--- config.mk ---
export PLATFORM = sky130hd
export DESIGN_NAME = apb4_master_bridge_flat
export DESIGN_NICKNAME = d
export VERILOG_FILES = /design/src/rtl/apb4_master_bridge_pkg.sv /design/src/rtl/apb4_master_bridge_if.sv /design/src/rtl/apb4_master_bridge_wdog.sv /design/src/rtl/apb4_master_bridge.sv /design/src/flat_wrapper.sv
export SDC_FILE = /design/constraint.sdc
export NUM_CORES = 1
export LEC_CHECK = 0
export BUFFER_PORTS_ARGS = -buffer_cell sky130_fd_sc_hd__buf_2
export CORE_MARGIN = 2
export CORE_UTILIZATION = 35
export CTS_BUF_LIST = sky130_fd_sc_hd__clkbuf_2
export CTS_CLUSTER_DIAMETER = 120
export DETAILED_ROUTE_END_ITERATION = 16
export PLACE_DENSITY = 0.68
export REMOVE_ABC_BUFFERS = 1
export SLEW_MARGIN = 5
export SYNTH_ARGS = -nofsm -noshare
export SYNTH_HDL_FRONTEND = slang
export SYNTH_SLANG_ARGS = --single-unit
--- constraint.sdc ---
create_clock -name PCLK -period 7.27 [get_ports PCLK]
set_input_delay 1.8175 -clock PCLK [delete_from_list [all_inputs] [get_ports PCLK]]
set_output_delay 1.8175 -clock PCLK [all_outputs]
set_load 0.02 [all_outputs]
--- src/rtl/apb4_master_bridge_pkg.sv ---
// Shared types and bus widths for the APB4 master bridge.
// Widths are configured here; the interface and the bridge both take them from this package.
package apb4_master_bridge_pkg;

  localparam int unsigned APB_ADDR_W = 32;
  localparam int unsigned APB_DATA_W = 32;
  localparam int unsigned APB_STRB_W = APB_DATA_W / 8;
  localparam int unsigned PROT_W     = 3;

  typedef enum logic [1:0] {
    IDLE,
    SETUP,
    ACCESS
  } state_t;

  typedef struct packed {
    logic                  write;
    logic [APB_ADDR_W-1:0] addr;
    logic [APB_DATA_W-1:0] wdata;
    logic [APB_STRB_W-1:0] strb;
    logic [PROT_W-1:0]     prot;
  } apb_cmd_t;

  typedef struct packed {
    logic [APB_DATA_W-1:0] rdata;
    logic                  slverr;
  } apb_rsp_t;

  // APB4 forbids active strobes on reads.
  function automatic logic [APB_STRB_W-1:0] bus_strb(input logic write,
                                                     input logic [APB_STRB_W-1:0] strb);
    return write ? strb : '0;
  endfunction

endpackage

--- src/rtl/apb4_master_bridge_if.sv ---
// Command, response and APB4 signals of the master bridge.
// The bridge takes the master modport; the environment (controller + completer) the slave one.
interface apb4_master_bridge_if;
  import apb4_master_bridge_pkg::*;

  logic                  cmd_valid;
  logic                  cmd_ready;
  logic                  cmd_write;
  logic [APB_ADDR_W-1:0] cmd_addr;
  logic [APB_DATA_W-1:0] cmd_wdata;
  logic [APB_STRB_W-1:0] cmd_strb;
  logic [PROT_W-1:0]     cmd_prot;

  logic                  rsp_valid;
  logic                  rsp_ready;
  logic [APB_DATA_W-1:0] rsp_rdata;
  logic                  rsp_slverr;

  logic                  PSEL;
  logic                  PENABLE;
  logic                  PWRITE;
  logic [APB_ADDR_W-1:0] PADDR;
  logic [APB_DATA_W-1:0] PWDATA;
  logic [APB_STRB_W-1:0] PSTRB;
  logic [PROT_W-1:0]     PPROT;
  logic [APB_DATA_W-1:0] PRDATA;
  logic                  PREADY;
  logic                  PSLVERR;

  modport master (
    input  cmd_valid, cmd_write, cmd_addr, cmd_wdata, cmd_strb, cmd_prot,
    input  rsp_ready, PRDATA, PREADY, PSLVERR,
    output cmd_ready, rsp_valid, rsp_rdata, rsp_slverr,
    output PSEL, PENABLE, PWRITE, PADDR, PWDATA, PSTRB, PPROT
  );

  modport slave (
    output cmd_valid, cmd_write, cmd_addr, cmd_wdata, cmd_strb, cmd_prot,
    output rsp_ready, PRDATA, PREADY, PSLVERR,
    input  cmd_ready, rsp_valid, rsp_rdata, rsp_slverr,
    input  PSEL, PENABLE, PWRITE, PADDR, PWDATA, PSTRB, PPROT
  );

endinterface

--- src/rtl/apb4_master_bridge_wdog.sv ---
// ACCESS wait-cycle counter for the APB4 master bridge.
// Only present when APB_MST_TIMEOUT_EN is defined.
`ifdef APB_MST_TIMEOUT_EN
module apb4_master_bridge_wdog #(
  parameter int unsigned LIMIT = 16
) (
  input  logic clk,
  input  logic rst,
  input  logic clr,
  input  logic inc,
  output logic limit_hit_c
);

  localparam int unsigned CNT_W = $clog2(LIMIT + 1);

  logic [CNT_W-1:0] cnt;

  // limit_hit_c flags the LIMIT-th wait cycle, so the bridge can end the transfer on it.
  assign limit_hit_c = (cnt == CNT_W'(LIMIT - 1));

  always_ff @(posedge clk or posedge rst) begin
    if (rst) begin
      cnt <= '0;
    end else if (clr) begin
      cnt <= '0;
    end else if (inc && !limit_hit_c) begin
      cnt <= cnt + CNT_W'(1);
    end
  end

endmodule
`endif

--- src/rtl/apb4_master_bridge.sv ---
// APB4 requester: valid/ready command in, one SETUP/ACCESS transfer at a time, single-entry response out.
// Define APB_MST_TIMEOUT_EN to terminate ACCESS with an error after TIMEOUT_CYCLES wait cycles.
module apb4_master_bridge
  import apb4_master_bridge_pkg::*;
#(
  parameter int unsigned TIMEOUT_CYCLES = 16
) (
  input logic                  PCLK,
  input logic                  PRESET,
  apb4_master_bridge_if.master bus
);

  state_t   state;
  apb_cmd_t cmd;
  apb_rsp_t rsp;
  logic     rsp_valid;
  logic     accept;
  logic     rsp_take;
  logic     timeout;

  assign cmd = '{write: bus.cmd_write, addr: bus.cmd_addr, wdata: bus.cmd_wdata,
                 strb: bus.cmd_strb, prot: bus.cmd_prot};

  // A pending response blocks new commands unless it drains this same cycle.
  assign rsp_take      = rsp_valid && bus.rsp_ready;
  assign bus.cmd_ready = !PRESET && (state == IDLE) && (!rsp_valid || bus.rsp_ready);
  assign accept        = bus.cmd_valid && bus.cmd_ready;

`ifdef APB_MST_TIMEOUT_EN
  logic limit_hit;

  apb4_master_bridge_wdog #(
    .LIMIT(TIMEOUT_CYCLES)
  ) u_wdog (
    .clk        (PCLK),
    .rst        (PRESET),
    .clr        (accept),
    .inc        ((state == ACCESS) && !bus.PREADY),
    .limit_hit_c(limit_hit)
  );

  assign timeout = (state == ACCESS) && !bus.PREADY && limit_hit;
`else
  logic unused_timeout_cfg;

  assign unused_timeout_cfg = (TIMEOUT_CYCLES != 0);
  assign timeout            = 1'b0;
`endif

  always_ff @(posedge PCLK or posedge PRESET) begin
    if (PRESET) begin
      state       <= IDLE;
      bus.PSEL    <= 1'b0;
      bus.PENABLE <= 1'b0;
      bus.PWRITE  <= 1'b0;
      bus.PADDR   <= '0;
      bus.PWDATA  <= '0;
      bus.PSTRB   <= '0;
      bus.PPROT   <= '0;
      rsp_valid   <= 1'b0;
      rsp         <= '0;
    end else begin
      if (rsp_take) begin
        rsp_valid <= 1'b0;
      end
      unique case (state)
        IDLE: begin
          if (accept) begin
            state       <= SETUP;
            bus.PSEL    <= 1'b1;
            bus.PENABLE <= 1'b0;
            bus.PWRITE  <= cmd.write;
            bus.PADDR   <= cmd.addr;
            bus.PWDATA  <= cmd.wdata;
            bus.PSTRB   <= bus_strb(cmd.write, cmd.strb);
            bus.PPROT   <= cmd.prot;
          end
        end
        SETUP: begin
          state       <= ACCESS;
          bus.PENABLE <= 1'b1;
        end
        ACCESS: begin
          // PREADY on the limit cycle takes priority over the timeout.
          if (bus.PREADY || timeout) begin
            state       <= IDLE;
            bus.PSEL    <= 1'b0;
            bus.PENABLE <= 1'b0;
            rsp_valid   <= 1'b1;
            rsp.rdata   <= (bus.PREADY && !bus.PWRITE) ? bus.PRDATA : '0;
            rsp.slverr  <= bus.PREADY ? bus.PSLVERR : 1'b1;
          end
        end
        default: begin
          state <= IDLE;
        end
      endcase
    end
  end

  assign bus.rsp_valid  = rsp_valid;
  assign bus.rsp_rdata  = rsp.rdata;
  assign bus.rsp_slverr = rsp.slverr;

endmodule

--- src/flat_wrapper.sv ---
// flat-port wrapper written by rule: the top's interface ports become plain ports
module apb4_master_bridge_flat import apb4_master_bridge_pkg::*;
#(
  parameter int unsigned TIMEOUT_CYCLES = 16
)
  (PCLK, PRESET, bus_cmd_valid, bus_cmd_write, bus_cmd_addr, bus_cmd_wdata, bus_cmd_strb, bus_cmd_prot, bus_rsp_ready, bus_PRDATA, bus_PREADY, bus_PSLVERR, bus_cmd_ready, bus_rsp_valid, bus_rsp_rdata, bus_rsp_slverr, bus_PSEL, bus_PENABLE, bus_PWRITE, bus_PADDR, bus_PWDATA, bus_PSTRB, bus_PPROT);
  apb4_master_bridge_if bus_i ();
  input logic PCLK;
  input logic PRESET;
  input wire logic [$bits(bus_i.cmd_valid)-1:0] bus_cmd_valid;
  input wire logic [$bits(bus_i.cmd_write)-1:0] bus_cmd_write;
  input wire logic [$bits(bus_i.cmd_addr)-1:0] bus_cmd_addr;
  input wire logic [$bits(bus_i.cmd_wdata)-1:0] bus_cmd_wdata;
  input wire logic [$bits(bus_i.cmd_strb)-1:0] bus_cmd_strb;
  input wire logic [$bits(bus_i.cmd_prot)-1:0] bus_cmd_prot;
  input wire logic [$bits(bus_i.rsp_ready)-1:0] bus_rsp_ready;
  input wire logic [$bits(bus_i.PRDATA)-1:0] bus_PRDATA;
  input wire logic [$bits(bus_i.PREADY)-1:0] bus_PREADY;
  input wire logic [$bits(bus_i.PSLVERR)-1:0] bus_PSLVERR;
  output wire logic [$bits(bus_i.cmd_ready)-1:0] bus_cmd_ready;
  output wire logic [$bits(bus_i.rsp_valid)-1:0] bus_rsp_valid;
  output wire logic [$bits(bus_i.rsp_rdata)-1:0] bus_rsp_rdata;
  output wire logic [$bits(bus_i.rsp_slverr)-1:0] bus_rsp_slverr;
  output wire logic [$bits(bus_i.PSEL)-1:0] bus_PSEL;
  output wire logic [$bits(bus_i.PENABLE)-1:0] bus_PENABLE;
  output wire logic [$bits(bus_i.PWRITE)-1:0] bus_PWRITE;
  output wire logic [$bits(bus_i.PADDR)-1:0] bus_PADDR;
  output wire logic [$bits(bus_i.PWDATA)-1:0] bus_PWDATA;
  output wire logic [$bits(bus_i.PSTRB)-1:0] bus_PSTRB;
  output wire logic [$bits(bus_i.PPROT)-1:0] bus_PPROT;
  assign bus_i.cmd_valid = bus_cmd_valid;
  assign bus_i.cmd_write = bus_cmd_write;
  assign bus_i.cmd_addr = bus_cmd_addr;
  assign bus_i.cmd_wdata = bus_cmd_wdata;
  assign bus_i.cmd_strb = bus_cmd_strb;
  assign bus_i.cmd_prot = bus_cmd_prot;
  assign bus_i.rsp_ready = bus_rsp_ready;
  assign bus_i.PRDATA = bus_PRDATA;
  assign bus_i.PREADY = bus_PREADY;
  assign bus_i.PSLVERR = bus_PSLVERR;
  assign bus_cmd_ready = bus_i.cmd_ready;
  assign bus_rsp_valid = bus_i.rsp_valid;
  assign bus_rsp_rdata = bus_i.rsp_rdata;
  assign bus_rsp_slverr = bus_i.rsp_slverr;
  assign bus_PSEL = bus_i.PSEL;
  assign bus_PENABLE = bus_i.PENABLE;
  assign bus_PWRITE = bus_i.PWRITE;
  assign bus_PADDR = bus_i.PADDR;
  assign bus_PWDATA = bus_i.PWDATA;
  assign bus_PSTRB = bus_i.PSTRB;
  assign bus_PPROT = bus_i.PPROT;
  apb4_master_bridge #(.TIMEOUT_CYCLES(TIMEOUT_CYCLES)) u_core (.PCLK(PCLK), .PRESET(PRESET), .bus(bus_i));
endmodule
==> results of run 1 <==
==> sequential cells by signal (all words and copies together) (netlist names) <==
name,flops
u_core.bus.PWDATA,32
u_core.bus.PADDR,32
u_core.bus.PSEL,1
u_core.bus.rsp_slverr,1
u_core.bus.PENABLE,1
u_core.bus.rsp_valid,1
u_core.bus.rsp_rdata,32
u_core.bus.PWRITE,1
u_core.bus.PSTRB,4
u_core.bus.PPROT,3
u_core.state,2
==> power groups by stage <==
stage / registers [mW] / logic [mW] / clock network (mW)
3_3_place_gp: 1.06 / 1.16 / 0
2_1_floorplan: 1.41 / 0.416 / 0
6_report: 1.05 / 1.16 / 0.270
3_5_place_dp: 1.07 / 1.18 / 0
5_1_grt: 1.09 / 1.25 / 0.315
4_1_cts: 1.06 / 1.18 / 0.288
==> worst max-delay path, cell delays in order <==
cell and delay, ns:
buf_2 0.11, inv_4 0.46, and3_1 0.26, buf_2 0.16
==> worst min path at each step <==
stage                                           endpoint  slack (ns)
global placement     u_core.bus.rsp_rdata[3]$_DFFE_PP0P_        0.46
floorplan                    u_core.state[1]$_DFFE_PP0P_        0.51
detailed placement  u_core.bus.rsp_rdata[22]$_DFFE_PP0P_        0.47
global route           u_core.bus.PWDATA[22]$_DFFE_PP0P_        0.55
finish                   u_core.bus.PSTRB[0]$_DFFE_PP0P_        0.51
CTS                      u_core.bus.PSTRB[0]$_DFFE_PP0P_        0.52
==> cell families after synthesis <==
family / Yosys count / synth area share (%)
flops: 110 / 62.75
fa+ha+maj: 4 / 1.141
mux: 72 / 19.34
simple gates: 80 / 9.299
buf+inv: 23 / 2.653
compound gates: 40 / 4.820
==> routing by layer <==
layer  track usage (%)  vias up  part of all wire (%)
met5                 0        -                     0
met1             16.76     1461                    40
met2             23.16      118                    50
met3             4.132       18                   6.9
met4             7.222        0                   2.6
li1                  -     1521                     -
==> cell type report <==
cell class | count | area [um^2]
Timing Repair Buffer | 220 | 1106
Tap cell | 168 | 210.2
Inverter | 5 | 21.27
Sequential cell | 110 | 2753
Clock inverter | 4 | 47.55
Fill cell | 1179 | 6394
Multi-Input combinational cell | 196 | 1520
Clock buffer | 12 | 60.06
==> metrics by stage <==
step | total power [mW] | worst slack (ns) | area [um^2] | cells
6_report | 2.480 | 2.623 | 5718 | 715
2_1_floorplan | 1.825 | 0.4733 | 4289 | 311
4_1_cts | 2.524 | 2.572 | 5718 | 715
5_1_grt | 2.660 | 2.495 | 5718 | 715
3_3_place_gp | 2.214 | 2.597 | 5610 | 699
3_5_place_dp | 2.249 | 2.573 | 5610 | 699
==> cells in the final DEF (no fill, tap or decap), drive strengths merged <==
master   netlist  final
a2bb2oi        1      1
a31o           1      1
and3           1      1
buf            9    220
bufinv         0      1
clkbuf         9     12
clkinv         0      3
dfrtp        110    110
ha             4      4
inv            5      5
mux2          72     72
nand2         44     44
nand2b        33     33
nand4          1      1
nor2b          1      1
o21ai         37     37
o2bb2ai        1      1
==> flow_summary.yaml, run 1 <==
clocking:
  root_buffer: "clkbuf_2"
  htree_levels: 3
  cts_hold_buf: 0
  cts_tree: "built"
  cts_made_buffers: 9
  clkTransAtPathRegs_ns: 0.24
  insertion_delay_ns: 0.57
  cts.path.max_buffers: 2
  cts.sinks: 110
  ctsResizeCount: 0
  post_cts_buffers: 0
yosys:
  syn_area_um2: 4387
  synth_area_leaders: "dfrtp_1 (63%), mux2_2 (15%), nand2b_1 (4.6%), o21ai_0 (4.2%), nand2_1 (3.8%)"
  synth.distinct_cells: 19
  synth_most_common_cell: "dfrtp_1"
  yosys_warnings: 0
  ys_ff_latch: 110
  synth_area_leader_cell: "dfrtp_1"
  ys_seq_area_share_pct: 62.75
  ys.flop_type: "dfrtp_1"
  postSynthCellCount: 329
  yosys-top-cells-count: "dfrtp_1 (110), mux2_2 (60), nand2_1 (44), o21ai_0 (37), nand2b_1 (32)"
  synth-edff-count: 0
  async_flop_share_pct: 100.0
  syn_area_per_cell_um2: 13.33
  synth_top_area_share_pct: 62.75
routing:
  wirelength_um: 9561
  avgRoutedWirePerCell_um: 13.37
  avgViaCountPerCell: 4.361
  first_iter_violations: 75
  route.detailed.drc: 0
  antenna_left: 0
  first_pass_iters: 3
  num_vias: 3118
global_routing:
  grt_pass1_vias: 3173
  grt_max_degree: 67
  antenna_found_initial: 0
  grt_usage_pct: 14.06
  overflow: 0
  grt_pass1_wl_um: 14720
sta:
  fmax_ghz: 0.2152
  drv_slew: 0
  tns_ns: 0
  hold_viol: 0
  finalSetupViolations: 0
  maxSlewHeadroom_pct: 35.13
  period_needed_ns: 4.647
  fin_worst_skew_ns: 0.03998
  whs_ns: 0.5110
  rsz0062_at_grt: "false"
  worst_slew_pin_slew_ns: 0.9697
  finalCritPeriodShare_pct: 63.92
critical_path:
  cp-start-kind: "input port"
  cp-startpoint: "PRESET"
  cp_max_fo: 53
  crit_type: "in2out"
  crit_end: "bus_cmd_ready"
  r2r-start: "u_core.state[0]$_DFFE_PP0P_"
  critPathRequiredTime_ns: 5.45
  worst_setup_path_end_kind: "primary output"
  cp.arrival_ns: 2.83
  ff2ff_path_depth: 5
  ff2ff_setup_slack_ns: 4.89
  r2r-end: "u_core.bus.PADDR[13]$_DFFE_PP0P_"
hold_path:
  min_path_cells: 2
  min_from: "u_core.bus.PSTRB[0]$_DFFE_PP0P_"
  hold_class: "reg2reg"
place:
  gp_congestion: 0.7332
  io_buffers: 218
  place_hpwl_um: 7214
floorplanning:
  start_util_pct: 36.22
  die_area_um2: 13440
  die_w_um: 116.0
  core-area_um2: 12110
  dieHeight_um: 116.0
  ios: 219
  row_count: 40
outcome:
  status: "completed"
layout:
  layout-drive-gt1-share_pct: 56.67
  diodes: 0
  postLayoutCoreUtil_pct: 47.21
  fin_nets: 656
  syn_to_final_growth_pct: 30.35
power:
  seqPwrFrac_pct: 42.3
  internal_power_mw: 1.469
  clockPowerShare_pct: 10.9
  powerDensity_nw_per_um2: 433.8
  ir_worst_vdd_uv: 207.0
  switching_power_mw: 1.011
  pwr-share-comb_pct: 46.8
  p_leak_nw: 2.990
  swShare_pct: 40.76
flow_run:
  drv_cap: 0
(Power assumes the default switching activity.)
==> run 2: changes to the inputs <==
clock period = 4.48 ns   (was 7.27 ns; I/O delays follow)
==> run 2 against run 1 <==
  * Total power is 65% higher
  * Global-route usage rose by 0.66 points
  * Final cell count grew 0.28%
  * Clock-buffer cell count is 1 lower
  * Sequential power is 63% higher
  * Worst hold slack barely moved
  * Sequential cell count is the same
  * Wire length is 3.8% higher
  * Sequential share of layout area down 0.30 points
  * Non-clock buffer count increased by 2
  * Largest power group unchanged
  * Highest routed layer unchanged
==> flow_summary.yaml, run 2 (synthesis gave the netlist of run 1 again) <==
outcome:
  status: "completed"
critical_path:
  cpLargestDelayFamily: "flip-flops"
  crit_type: "reg2out"
  cp_max_fo: 34
  worst_setup_path_end_kind: "primary output"
  cp_slowest_cell: "dfrtp_1"
  critPathRequiredTime_ns: 3.36
  r2r-end: "u_core.bus.PADDR[22]$_DFFE_PP0P_"
  ff2ff_setup_slack_ns: 2.27
  r2r-start: "u_core.state[0]$_DFFE_PP0P_"
  cp-start-kind: "flip-flop"
  slowest_delay_ns: 0.89
  cp.arrival_ns: 1.79
  crit_chain: "buf_2"
  path_buf_inv: 1
  ff2ff_path_depth: 5
routing:
  first_pass_iters: 4
  antenna_left: 0
  avgViaCountPerCell: 4.445
  wirelength_um: 9923
  avgRoutedWirePerCell_um: 13.84
  num_vias: 3187
  first_iter_violations: 101
  route.detailed.drc: 0
sta:
  fin_worst_skew_ns: 0.03813
  hold_viol: 0
  finalSetupViolations: 0
  rsz0062_at_grt: "false"
  finalCritPeriodShare_pct: 64.91
  whs_ns: 0.5112
  worst_slew_pin_slew_ns: 0.9961
  period_needed_ns: 2.908
  maxSlewHeadroom_pct: 33.36
  setup_slack_ns: 1.572
  fmax_ghz: 0.3439
  drv_slew: 0
floorplanning:
  core-area_um2: 12110
  die_w_um: 116.0
  start_util_pct: 36.22
  ios: 219
  dieHeight_um: 116.0
  row_count: 40
  die_area_um2: 13440
layout:
  syn_to_final_growth_pct: 31.18
  final_cell_mix: "buf_2 (218), dfrtp_1 (110), mux2_2 (60)"
  final_common_cell: "buf_2"
  postLayoutCoreUtil_pct: 47.51
  fin_nets: 658
  diodes: 0
  layout-drive-gt1-share_pct: 56.83
clocking:
  cts_made_buffers: 9
  insertion_delay_ns: 0.60
  cts_hold_buf: 0
  ctsResizeCount: 0
  cts.sinks: 110
  root_buffer: "clkbuf_2"
  post_cts_buffers: 0
  clkTransAtPathRegs_ns: 0.28
  cts.path.max_buffers: 2
  cts_tree: "built"
  htree_levels: 3
flow_run:
  drv_cap: 0
hold_path:
  min_path_cells: 2
  min_to: "u_core.bus.rsp_rdata[22]$_DFFE_PP0P_"
  hold_class: "reg2reg"
  min_from: "u_core.bus.rsp_rdata[22]$_DFFE_PP0P_"
power:
  powerDensity_nw_per_um2: 712.2
  ir_worst_vdd_uv: 398.8
  p_total_mw: 4.098
  p_leak_nw: 3.009
global_routing:
  grt_usage_pct: 14.72
  grt_max_degree: 67
  overflow: 0
  antenna_found_initial: 0
  grt_pass1_vias: 3227
  grt_pass1_wl_um: 15350
place:
  place_ws_ns: 1.593
  gp_congestion: 0.7095
  io_buffers: 218
  place_hpwl_um: 7511
[run 2: cell count changes in the layout (fill, tap and decap cells not counted), sizes merged]
cell,change
bufinv,+1
buf,+2
clkbuf,-1
[run 2: power by group]
part | internal [mW] | switching, mW
clock | 0.186 | 0.302
sequential | 1.45 | 0.260
combinational | 0.803 | 1.10
total | 2.44 | 1.66
[run 2: cell type report]
class                   count  area (um^2)
clock buffers              11        55.05
clock inverters             5        73.82
fillers                  1150         6357
inverters                   5        21.27
multi-input cells         196         1520
flip-flops and latches    110         2753
well taps                 168        210.2
repair buffers            222         1121
[run 2: worst min-delay path, stage by stage, from the launching register on]
cell and delay [ns]:
dfrtp_1 0.39, nand2_1 0.05, o21ai_0 0.06
[run 2: worst max path at each step]
stage                                        from                             end  slack [ns]  cells past startpoint
finish              u_core.bus.PWRITE$_DFFE_PP0P_                      bus_PWRITE        1.57                      1
global route        u_core.bus.PWRITE$_DFFE_PP0P_                      bus_PWRITE        1.34                      1
CTS                 u_core.bus.PWRITE$_DFFE_PP0P_                      bus_PWRITE        1.48                      1
detailed placement                  bus_rsp_ready                   bus_cmd_ready        1.59                      4
global placement                    bus_rsp_ready                   bus_cmd_ready        1.60                      4
floorplan                                  PRESET  u_core.bus.PENABLE$_DFFE_PP0P_       -1.62                      4
[run 2: through the flow]
stage	instances	TNS [ns]	area, um^2
after CTS	717	0	5754
after floorplan	311	-108.39	4289
after global routing	717	0	5754
after global placement	701	0	5625
after detailed placement	701	0	5625
final	717	0	5754
[run 2: metal layers]
layer	GRT usage, %	routed length [um]
met1	17.04	3806
met2	25.11	5128
met3	6.328	822
met4	3.968	165
met5	0	0
